File: config.mk
export PLATFORM = sky130hd
export DESIGN_NAME = udma_adc_ts_arbiter
export DESIGN_NICKNAME = d
export VERILOG_FILES = /design/src/rtl/udma_adc_ts_pkg.sv /design/src/rtl/udma_adc_ts_rr_pick.sv /design/src/rtl/udma_adc_ts_arbiter.sv
export SDC_FILE = /design/constraint.sdc
export NUM_CORES = 1
export LEC_CHECK = 0
export ABC_AREA = 1
export BUFFER_PORTS_ARGS = -buffer_cell sky130_fd_sc_hd__buf_2
export CORE_MARGIN = 2
export CORE_UTILIZATION = 45
export CTS_BUF_LIST = sky130_fd_sc_hd__clkbuf_4 sky130_fd_sc_hd__clkbuf_8 sky130_fd_sc_hd__clkbuf_16
export DETAILED_ROUTE_END_ITERATION = 8
export PLACE_DENSITY = 0.68
export SYNTH_ARGS = -nofsm -noshare
export SYNTH_HDL_FRONTEND = slang
export SYNTH_SLANG_ARGS = --single-unit
export TNS_END_PERCENT = 100
File: constraint.sdc
create_clock -name sys_clk_i -period 4 [get_ports sys_clk_i]
set_input_delay 0.4 -clock sys_clk_i [delete_from_list [all_inputs] [get_ports sys_clk_i]]
set_output_delay 0.4 -clock sys_clk_i [all_outputs]
set_load 0.01 [all_outputs]
File: src/rtl/udma_adc_ts_pkg.sv
// udma_adc_ts_pkg: shared types and constants for the timestamp uDMA arbiter
package udma_adc_ts_pkg;
  typedef enum logic {IDLE, SEND} arb_state_e;
  localparam logic [1:0] DATASIZE_WORD = 2'b10;
  localparam int DROP_CNT_WIDTH = 8;
endpackage

File: src/rtl/udma_adc_ts_rr_pick.sv
// udma_adc_ts_rr_pick: first request at index >= ptr, wrapping modulo NB_CH
module udma_adc_ts_rr_pick #(
  parameter int NB_CH = 4,
  parameter int PW    = 2
) (
  input  logic [NB_CH-1:0] req,
  input  logic [PW-1:0]    ptr,
  output logic             gnt_valid,
  output logic [PW-1:0]    gnt_idx
);
  logic [PW:0] s;
  always_comb begin
    gnt_valid = 1'b0;
    gnt_idx = '0;
    s = '0;
    for (int k = NB_CH - 1; k >= 0; k--) begin
      s = {1'b0, ptr} + (PW+1)'(k);
      s = (s >= (PW+1)'(NB_CH)) ? s - (PW+1)'(NB_CH) : s;
      if (req[s[PW-1:0]]) begin
        gnt_valid = 1'b1;
        gnt_idx = s[PW-1:0];
      end
    end
  end
endmodule

File: src/rtl/udma_adc_ts_arbiter.sv
// udma_adc_ts_arbiter: per-channel timestamp slots drained round-robin into one uDMA RX stream
module udma_adc_ts_arbiter
  import udma_adc_ts_pkg::*;
#(
  parameter int NB_CH         = 4,
  parameter int TS_DATA_WIDTH = 28,
  parameter int TS_CHID_WIDTH = 4
) (
  input  logic                             sys_clk_i,
  input  logic                             rst_ni,
  input  logic [NB_CH-1:0]                 cfg_ch_en_i,
  input  logic                             cfg_clr_ovf_i,
  input  logic [NB_CH-1:0]                 ch_valid_i,
  input  logic [NB_CH*TS_DATA_WIDTH-1:0]   ch_data_i,
  output logic [NB_CH-1:0]                 ch_ovf_o,
  output logic [DROP_CNT_WIDTH-1:0]        drop_cnt_o,
  output logic [1:0]                       data_rx_datasize_o,
  output logic [31:0]                      data_rx_o,
  output logic                             data_rx_valid_o,
  input  logic                             data_rx_ready_i
);
  localparam int PW = (NB_CH > 1) ? $clog2(NB_CH) : 1;
  arb_state_e state_q, state_d;
  logic [NB_CH-1:0] full_q, full_d, ovf_q, ovf_d, cap, ovf_ev, gnt_oh;
  logic [TS_DATA_WIDTH-1:0] data_q [NB_CH];
  logic [TS_DATA_WIDTH-1:0] data_d [NB_CH];
  logic [PW-1:0] rr_ptr_q, rr_ptr_d, gnt_idx;
  logic [DROP_CNT_WIDTH-1:0] drop_q, drop_d;
  logic [DROP_CNT_WIDTH:0] drop_sum;
  logic [31:0] rx_q, rx_d;
  logic gnt_valid, gnt;
  udma_adc_ts_rr_pick #(.NB_CH(NB_CH), .PW(PW)) u_pick (
    .req       (full_q),
    .ptr       (rr_ptr_q),
    .gnt_valid (gnt_valid),
    .gnt_idx   (gnt_idx)
  );
  always_comb begin
    gnt = gnt_valid & ((state_q == IDLE) | data_rx_ready_i);
    gnt_oh = gnt ? (NB_CH'(1) << gnt_idx) : '0;
    cap = ch_valid_i & cfg_ch_en_i;
    ovf_ev = cap & full_q & ~gnt_oh;
    full_d = (full_q & ~gnt_oh) | cap;
    for (int i = 0; i < NB_CH; i++)
      data_d[i] = (cap[i] & ~ovf_ev[i]) ? ch_data_i[i*TS_DATA_WIDTH +: TS_DATA_WIDTH] : data_q[i];
    ovf_d = (cfg_clr_ovf_i ? '0 : ovf_q) | ovf_ev;
    drop_sum = (cfg_clr_ovf_i ? '0 : {1'b0, drop_q}) + (DROP_CNT_WIDTH+1)'($countones(ovf_ev));
    drop_d = drop_sum[DROP_CNT_WIDTH] ? '1 : drop_sum[DROP_CNT_WIDTH-1:0];
    rr_ptr_d = !gnt ? rr_ptr_q : (gnt_idx == PW'(NB_CH - 1)) ? '0 : gnt_idx + PW'(1);
    rx_d = rx_q;
    if (gnt) begin
      rx_d = '0;
      rx_d[TS_DATA_WIDTH +: TS_CHID_WIDTH] = TS_CHID_WIDTH'(gnt_idx);
      rx_d[TS_DATA_WIDTH-1:0] = data_q[gnt_idx];
    end
    state_d = gnt ? SEND : ((state_q == SEND) && data_rx_ready_i) ? IDLE : state_q;
  end
  always_ff @(posedge sys_clk_i or negedge rst_ni) begin
    if (!rst_ni) begin
      state_q <= IDLE;
      full_q <= '0;
      ovf_q <= '0;
      rr_ptr_q <= '0;
      drop_q <= '0;
      rx_q <= '0;
      data_q <= '{default: '0};
    end else begin
      state_q <= state_d;
      full_q <= full_d;
      ovf_q <= ovf_d;
      rr_ptr_q <= rr_ptr_d;
      drop_q <= drop_d;
      rx_q <= rx_d;
      data_q <= data_d;
    end
  end
  assign ch_ovf_o = ovf_q;
  assign drop_cnt_o = drop_q;
  assign data_rx_datasize_o = DATASIZE_WORD;
  assign data_rx_o = rx_q;
  assign data_rx_valid_o = (state_q == SEND);
endmodule

==> results of run 1 <==
## metrics by stage
step	hold WS [ps]	setup WS [ps]	std cells	power [mW]	TNS, ps
floorplan	104	428	1118	6.79	0
global placement	454	404	1460	7.84	0
detailed placement	458	281	1460	7.95	0
CTS	58.0	227	1492	9.75	0
global route	76.0	-51.8	1493	10.6	-51.8
finish	10.5	334	1493	9.72	0
## Yosys cell counts, types with 3 or more instances
library cell	number	share of area
o21ai_0	4	0.0024
nand2_4	5	0.0068
fa_1	3	0.0072
dfrtp_1	161	0.48
buf_2	13	0.0078
buf_6	9	0.012
nand2_1	451	0.20
buf_1	10	0.0045
a21oi_1	3	0.0018
nor2_1	12	0.0054
buf_4	22	0.020
clkbuf_1	13	0.0059
inv_1	142	0.064
nand3_2	9	0.011
nand3_1	231	0.14
ha_1	5	0.0075
nand2_2	9	0.0068
## flip-flops by register name, summed over array words and instances, names as in the netlist
register	flops
data_q	112
data_rx_valid_o	1
rr_ptr_q	2
full_q	4
ch_ovf_o	4
data_rx_o	30
drop_cnt_o	8
## path summary, 6_finish.rpt
kind                       slack, ps               startpoint  cells past startpoint                      end
hold / removal                    10                   rst_ni                      1  data_q[105]$_DFFE_PN0P_
max in group asynchronous       3100                   rst_ni                      2   data_q[80]$_DFFE_PN0P_
min in group sys_clk_i           200            ch_data_i[26]                      3  data_q[110]$_DFFE_PN0P_
setup reg to reg                 330  rr_ptr_q[0]$_DFFE_PN0P_                     24  drop_cnt_o[7]$_DFF_PN0_
setup / recovery                 330  rr_ptr_q[0]$_DFFE_PN0P_                     24  drop_cnt_o[7]$_DFF_PN0_
hold reg to reg                  470   data_q[45]$_DFFE_PN0P_                      2   data_q[45]$_DFFE_PN0P_
## worst max-delay path, delay by kind of cell (launching register included)
family          cells  cell delay (ps)
buf+inv             7              630
flops               1              480
compound gates      1              170
fa+ha+maj           3             1100
simple gates       13             1250
## final cells by class
class,instances,area (um2)
Multi-Input combinational cell,746,3360
Timing Repair Buffer,181,962
Clock buffer,19,453
Clock inverter,13,180
Fill cell,1796,8210
Inverter,144,543
Tap cell,229,287
Sequential cell,161,4030
## cell families after synthesis
| kind of cell | Yosys count | share of synthesized area |
|---|---|---|
| AOI/OAI and AO/OA | 10 | 0.00632 |
| xor gates and xnor gates | 2 | 0.00211 |
| adders and majority gates | 8 | 0.0147 |
| buffers and inverters | 211 | 0.116 |
| DFF | 161 | 0.484 |
| other | 2 | 0.000903 |
| and+or+nand+nor | 722 | 0.376 |
## power by group through the flow
stage                     Clock, mW  Combinational (mW)  Sequential (mW)
final                          1.75                5.13             2.84
after floorplan                   0                3.98             2.81
after global routing           1.85                5.85             2.92
after global placement            0                5.00             2.84
after detailed placement          0                5.11             2.85
after CTS                      1.78                5.14             2.83
## repair_timing
item                                    4_1_cts  5_1_grt
buffers inserted                              0        1
endpoints found under the hold margin         0        0
hold buffers                                  0        0
endpoints found under the setup margin        0        8
resized for setup                             0        3
## metal layers
layer,track usage,up-vias
li1,-,3694
met1,0.330,3343
met2,0.335,220
met3,0.0431,38
met4,0.0805,0
met5,0,-
==> results.md, run 1 <==
- Net Sw Power: 4.60 mW
- Count of flip-flops with a built-in enable after synthesis: 0
- Die Footprint: 19600 um2
- Clock Skews: 11.4 ps
- Vias in the first global route: 6815
- Most common library cell in the layout ignoring fill and taps: nand2_1
- Area Overhead vs Synth: 17.9%
- Power density over the cells: 991 nW/um2
- Number of storage elements in the synthesis netlist: 161
- Actual slew at the worst max-slew pin: ~810 ps
- Peak ir drop on the vdd network: 0.567 mV
- HPWL after detailed placement: roughly 15000 um
- Crit-path cells: inv_1 > nand2_1 > nand3_1 > nand2_1 > inv_1 > nand2_1 > nand2_2 > nand2_2 > inv_1 > ha_1 > nand2_2 > nand3_1 > inv_1 > fa_1 > inv_1 > fa_1 > inv_1 > nand2_1 > a21oi_2 > nand2_1 > inv_1 > nand4_1 > or2_2 > nand3_1
- All-layer global routing usage: 0.225
- Final cycle utilization of the critical path: 0.917
- Deepest level of the CTS H-tree: 4
- Portion of total power attributed to combinational logic: 0.528
- Achievable clock frequency: 0.273 GHz
- I/O Pins: 171
- Pin count of the biggest net entering global routing: 85
- Clock power share: 0.180
- Initial antenna violation count: 0
- Arrival time at the worst endpoint: 4030 ps
- First-pass detailed-route iteration total: 5
- Drt initial violations: 512
- Netlist Area Pre-Place: 8320 um2
- CTS sink cnt: 161
- Static power due to leakage: 5.79 nW
- Flip-flop cell with the highest count after synthesis: dfrtp_1
- Die Span X: 140 um
- Internal power: just over 5 mW
- Fraction of final layout cells with drive strength greater than 1: 0.195
- Starting density of the core: 0.462
- IO buf count: about 170
- Final Core Density: 0.544
- Async SR Flop Fraction: 1.00
- Worst hold path type: in2async
- GP Congestion: 0.842
- Global route overflow: 0
- Portion of the post-synthesis area used by sequential elements: 0.484
- CTS max path bufs: 2
- Highest metal layer with signal wires: met4
- Die Span Y: around 140 um
- Per-cell via count in the routed design: 4.89
- Total placed instance area: just over 9000 um2
- Crit-path max FO: 11
- Endpoint class of the critical path: register
- Clock tree from TritonCTS: built
- Total length of routed met2 wires: roughly 9600 um
- WL/cell: 14.6 um
- Pins over their slew limit: 0
- Critical path start-end classification: reg2reg
- Number of remaining DRC errors: 0
- Core area: 18000 um2
- Final hold vios: 0
- Nets: 1383
- Final Instance Area: 9810 um2
- Critical path's slowest cell: fa_1
- Peak per-stage delay on the critical path: 530 ps
- WL met3: 1170 um
- Critical Path Start Type: register
- Gate Count Post-Synth: 1116
- Top cell by count, worst path: inv_1
- Most frequent cells in the layout: 449 x nand2_1, 229 x nand3_1, 165 x buf_2
- Post-route met1 wirelength: about 11000 um
- Post-detailed-routing wire length: 21800 um
- Total of warnings raised by yosys: 0
- Minimum period implied by the final worst setup slack: roughly 3700 ps
- Worst-path clk slew: about 60 ps
- CP Data Required Time: roughly 4400 ps
- Number of buffers created by CTS: 17
- Clock latency of the later-clocked register in the worst-skew pair: 430 ps
- Cell variety after synth: 27
- Total number of vias: 7295
- Outcome: completed
- Num rows: 49
- Setup-failing EPs final: 0
- CTS root buffer: clkbuf_16
- Worst relative slew slack: 0.463
- Unrepaired setup endpoints after global routing: true
- Net switching fraction of the power: 0.473
- Share of total power in sequential cells: 0.292
- Average cell area after synthesis: between 7 and 8 um2
- Count of inserted antenna diode cells: 0
- Global-route wire length before repair: 35100 um
- ANT nets after route: 0
- Reported max-cap violation count: 0
Note: power is estimated with default switching activity, not from simulation.
==> run 2: changes to the inputs <==
CTS_BUF_LIST = sky130_fd_sc_hd__clkbuf_4   (was sky130_fd_sc_hd__clkbuf_4 sky130_fd_sc_hd__clkbuf_8 sky130_fd_sc_hd__clkbuf_16)
RECOVER_POWER = 25   (was not set)
==> results.md, run 2 (synthesized netlist as in run 1, its figures left out) <==
- Outcome: finished, violations left
- Failing checks: max-capacitance violations, max-slew violations
- Global-route wire length before repair: 34800 um
- IO buf count: 166
- R2r endpoint: drop_cnt_o[7]$_DFF_PN0_
- Die Span Y: 140 um
- Internal reg-to-reg setup slack: around 380 ps
- Most frequent cells in the layout: 449 x nand2_1, 229 x nand3_1, 165 x buf_2
- Crit-path cells: inv_1 > nand2_1 > nand3_1 > nand2_1 > inv_1 > nand2_1 > nand2_2 > nand2_2 > inv_1 > ha_1 > nand2_2 > nand3_1 > inv_1 > fa_1 > inv_1 > fa_1 > inv_1 > nand2_1 > a21oi_2 > nand2_1 > inv_1 > nand4_1 > or2_2 > nand3_1
- Initial antenna violation count: 1
- Die Footprint: 19600 um2
- Number of remaining DRC errors: 0
- Tot Pwr: approximately 9.0 mW
- Endpoint class of the critical path: register
- Clock tree from TritonCTS: built
- Count of placed standard cells in the final layout, fillers left out: 1495
- Unrepaired setup endpoints after global routing: false
- Total number of vias: 7296
- Pin count of the biggest net entering global routing: 85
- All-layer global routing usage: 0.223
- WL/cell: 14.4 um
- Hold wc startpoint: ch_data_i[67]
- Final hold vios: 0
- Top cell by count, worst path: inv_1
- Static power due to leakage: 5.64 nW
- Clock latency of the later-clocked register in the worst-skew pair: 580 ps
- Minimum period implied by the final worst setup slack: roughly 3600 ps
- Arrival time at the worst endpoint: 4130 ps
- Most common library cell in the layout ignoring fill and taps: nand2_1
- Clock Skews: 25.6 ps
- Category of cells accounting for the largest share of critical-path delay: simple AND/OR/NAND/NOR gates
- Peak ir drop on the vdd network: 0.516 mV
- Num rows: 49
- Core area: around 18000 um2
- Setup TNS: 0 ps
- CTS root buffer: clkbuf_4
- Nets: 1384
- Area Overhead vs Synth: 14.0%
- Worst Path Buf+Inv: 7
- Starting density of the core: 0.462
- Final cycle utilization of the critical path: 0.905
- Critical path's slowest cell: fa_1
- Startpoint of the lowest-slack register-to-register path: rr_ptr_q[0]$_DFFE_PN0P_
- Critical Path Start Type: register
- Top register by number of flip-flops: data_q
- Worst-path clk slew: 140 ps
- Drt initial violations: about 530
- Placed Instances: 1460
- Critical path start-end classification: reg2reg
- Worst relative slew slack: -0.385
- Achievable clock frequency: 0.276 GHz
- First-pass detailed-route iteration total: 7
- CTS max path bufs: 2
- I/O Pins: about 170
- CTS sink cnt: 161
- Worst Hold Path EP: data_q[39]$_DFFE_PN0P_
- Number of cells on the worst hold path: 3
- Number of buffers created by CTS: 17
- Worst hold path type: in2reg
- Actual slew at the worst max-slew pin: 2080 ps
- Max reg flops: 112
- HPWL after detailed placement: 15200 um
- Setup-failing EPs final: 0
- ANT nets after route: 0
- Vias in the first global route: 6814
- Deepest level of the CTS H-tree: 4
- Global route overflow: 0
- Reported max-cap violation count: 1
- Peak per-stage delay on the critical path: 510 ps
- Crit-path max FO: 11
- Die Span X: 140 um
- Per-cell via count in the routed design: 4.88
- Pins over their slew limit: 85
- Power density over the cells: between 900 and 1000 nW/um2
- CP Data Required Time: roughly 4500 ps
- Post-detailed-routing wire length: 21600 um
- Cell count of the worst reg-to-reg path: 24
- GP Congestion: 0.842
- Fraction of final layout cells with drive strength greater than 1: 0.193
-- run 2: cell count changes in the layout (fill, tap and decap cells not counted), sizes merged --
| cell | delta |
|---|---|
| buf | -2 |
| clkinv | +2 |
| dlygate4sd3 | +1 |
| diode | +1 |
-- run 2: what timing repair did --
| action | in CTS | in global routing |
|---|---|---|
| setup buffers | 0 | 1 |
| endpoints found under the hold margin | 83 | 0 |
| resized for setup | 0 | 3 |
| hold buffers | 1 | 0 |
| setup endpoints to repair | 0 | 8 |
-- run 2: per-layer routing --
layer,vias up,GRT usage,routed length (um)
met4,0,0.0674,379
li1,3702,-,-
met5,-,0,0
met2,216,0.337,9560
met1,3346,0.326,10300
met3,32,0.0462,1280
-- run 2: worst min-delay path, cell delays in order --
cell and delay, ps:
buf_2 80, nand3_1 60, nand2_1 60
-- run 2: per-stage QoR --
step / utilization / worst slack, ps / instance area [um2] / hold WS (ps)
6_report: 0.526 / 382 / 9490 / 41.3
5_1_grt: 0.526 / 17.7 / 9490 / 4.33
4_1_cts: 0.526 / 272 / 9490 / 2.49
3_5_place_dp: 0.508 / 281 / 9160 / 458
3_3_place_gp: 0.508 / 404 / 9160 / 454
2_1_floorplan: - / 428 / 8330 / 104
-- run 2: cell type report --
class	instances	area (um2)
fillers	1849	8540
flip-flops and latches	161	4030
multi-input cells	746	3360
repair buffers	182	953
inverters	144	543
well taps	229	287
clock inverters	15	188
clock buffers	17	128
diodes	1	2.50
-- run 2: how the worst max path moves through the flow --
stage	start	end	slack, ps	cells after the start
finish	rr_ptr_q[0]$_DFFE_PN0P_	drop_cnt_o[7]$_DFF_PN0_	380	24
global route	rr_ptr_q[0]$_DFFE_PN0P_	drop_cnt_o[7]$_DFF_PN0_	20	24
CTS	rr_ptr_q[0]$_DFFE_PN0P_	drop_cnt_o[7]$_DFF_PN0_	270	24
detailed placement	rr_ptr_q[0]$_DFFE_PN0P_	drop_cnt_o[7]$_DFF_PN0_	280	24
global placement	rr_ptr_q[0]$_DFFE_PN0P_	drop_cnt_o[7]$_DFF_PN0_	400	22
floorplan	rr_ptr_q[0]$_DFFE_PN0P_	drop_cnt_o[7]$_DFF_PN0_	430	22
-- run 2: where the power goes --
group	switching (mW)	total (mW)	internal, mW
clock network	0.590	1.08	0.493
logic	3.48	5.12	1.64
registers	0.441	2.83	2.38
total	4.51	9.03	4.52
==> run 3: changes to the inputs <==
==> constraint.sdc (replaced) <==
create_clock -name sys_clk_i -period 4 [get_ports sys_clk_i]
set_input_delay 0.2 -clock sys_clk_i [delete_from_list [all_inputs] [get_ports sys_clk_i]]
set_output_delay 0.2 -clock sys_clk_i [all_outputs]
set_load 0.01 [all_outputs]
==> results.md, run 3 (synthesized netlist as in run 1, its figures left out) <==
- Pins over their slew limit: 76
- Total area of multi-input combinational cells: 3350 um2
- IO buf count: 166
- CTS sink cnt: 161
- WL/cell: 13.9 um
- Worst relative slew slack: -0.254
- Die Span X: ~140 um
- HPWL after detailed placement: about 15000 um
- Number of remaining DRC errors: 0
- CTS max path bufs: 2
- Placed Instances: 1461
- Worst hold path type: in2reg
- Final hold vios: 0
- Crit-path cells: buf_4 > o21ai_1 > nand2_1 > nand3_1 > nand2_1 > nand2_2 > nand2_2 > inv_1 > ha_1 > nand2_2 > nand3_1 > inv_1 > fa_1 > inv_1 > fa_1 > inv_1 > nand2_1 > a21oi_2 > nand2_1 > inv_1 > nand4_1 > or2_2 > nand3_1
- Clock latency of the later-clocked register in the worst-skew pair: 560 ps
- Max reg flops: between 100 and 150
- I/O Pins: 171
- Number of buffers created by CTS: 17
- Setup TNS: 0 ps
- Power density over the cells: between 800 and 900 nW/um2
- CTS root buffer: clkbuf_4
- First-pass detailed-route iteration total: 5
- Die Footprint: 19600 um2
- Deepest level of the CTS H-tree: 4
- Area Overhead vs Synth: 29.1%
- Crit-path max FO: 5
- Minimum period implied by the final worst setup slack: about 3700 ps
- Setup-failing EPs final: 0
- Global-route wire length before repair: 37000 um
- Outcome: finished, violations left
- Worst-path clk slew: 130 ps
- Die Span Y: 140 um
- Failing checks: max-capacitance violations, max-slew violations
- Reported max-cap violation count: 1
- Arrival time at the worst endpoint: between 4000 and 5000 ps
- Vias in the first global route: 7404
- Most frequent cells in the layout: 449 x nand2_1, 230 x nand3_1, 160 x dfrtp_1
- ANT nets after route: 0
- Clock Skews: around 19 ps
- Area used by sequential logic in the layout: around 4000 um2
- CP Data Required Time: 4500 ps
- Global route overflow: 0
- Most common library cell in the layout ignoring fill and taps: nand2_1
- Fraction of final layout cells with drive strength greater than 1: 0.165
- Final cycle utilization of the critical path: 0.915
- Top cell by count, worst path: inv_1
- Core area: 18000 um2
- All-layer global routing usage: 0.234
- Post-detailed-routing wire length: 22500 um
- Achievable clock frequency: 0.273 GHz
- Critical path's slowest cell: fa_1
- Num rows: 49
- Number of fillers in the final layout: 1706
- Top register by number of flip-flops: data_q
- Count of placed standard cells in the final layout, fillers left out: about 1600
- Peak per-stage delay on the critical path: about 500 ps
- Actual slew at the worst max-slew pin: 1880 ps
- Per-cell via count in the routed design: 4.81
- Total number of vias: slightly below 8000
- Static power due to leakage: 6.11 nW
- Starting density of the core: 0.462
- Clock tree from TritonCTS: built
- Drt initial violations: 640
- Tot Pwr: ~9 mW
- Endpoint class of the critical path: register
- Critical Path Start Type: register
- Critical path start-end classification: reg2reg
- Final Core Density: 0.596
- GP Congestion: 0.846
- Initial antenna violation count: 1
- Pin count of the biggest net entering global routing: 76
- Nets: 1510
- Peak ir drop on the vdd network: 0.515 mV
-- run 3: final timing paths --
kind,startpoint,to,slack [ps],cells past startpoint
max in group asynchronous,rst_ni,data_q[5]$_DFFE_PN0P_,1850,3
min in group asynchronous,rst_ni,data_q[78]$_DFFE_PN0P_,690,2
hold reg to reg,data_q[64]$_DFFE_PN0P_,data_q[64]$_DFFE_PN0P_,480,2
setup / recovery,rr_ptr_q[0]$_DFFE_PN0P_,drop_cnt_o[7]$_DFF_PN0_,340,23
hold / removal,ch_valid_i[2],ch_ovf_o[2]$_DFF_PN0_,90,5
setup reg to reg,rr_ptr_q[0]$_DFFE_PN0P_,drop_cnt_o[7]$_DFF_PN0_,340,23
-- run 3: cell type report --
| type | count | share of cell area |
|---|---|---|
| sequential | 161 | 0.375 |
| multi-input combinational | 746 | 0.312 |
| timing repair buffer | 308 | 0.203 |
| inverter | 144 | 0.0506 |
| tap | 229 | 0.0267 |
| clock inverter | 14 | 0.0196 |
| clock buffer | 18 | 0.0126 |
| antenna | 1 | 0.000233 |
-- run 3: repair_timing --
item,4_1_cts,5_1_grt
setup endpoints to repair,0,8
hold buffers,123,0
gates resized for setup,0,3
buffers inserted,0,4
hold endpoints to repair,191,0
-- run 3: through the flow --
stage	hold WS, ps	cell area, um2	setup WS (ps)
2_1_floorplan	-95.6	8330	428
3_3_place_gp	275	9160	408
3_5_place_dp	270	9160	228
4_1_cts	37.4	10700	193
5_1_grt	101	10700	-0.588
6_report	87.4	10700	339
-- run 3: report_power, final --
group	total, mW	switching (mW)	internal, mW
clock network	1.15	0.584	0.565
registers	2.82	0.440	2.38
logic	5.19	3.47	1.72
-- run 3: per-layer routing --
layer | wire length [um] | global-route usage | up-vias
li1 | - | - | 3953
met1 | 10900 | 0.346 | 3600
met2 | 10200 | 0.361 | 222
met3 | 1140 | 0.0335 | 27
met4 | 354 | 0.0674 | 0
met5 | 0 | 0 | -
-- run 3: worst max-delay path: cells and delay by family, from the launching register on --
family,cells,cell delay (ps)
AO/OA/AOI/OAI,2,330
adder cells (fa/ha/maj),3,1090
buffers and inverters,6,510
flip-flops,1,460
AND/OR/NAND/NOR,12,1220
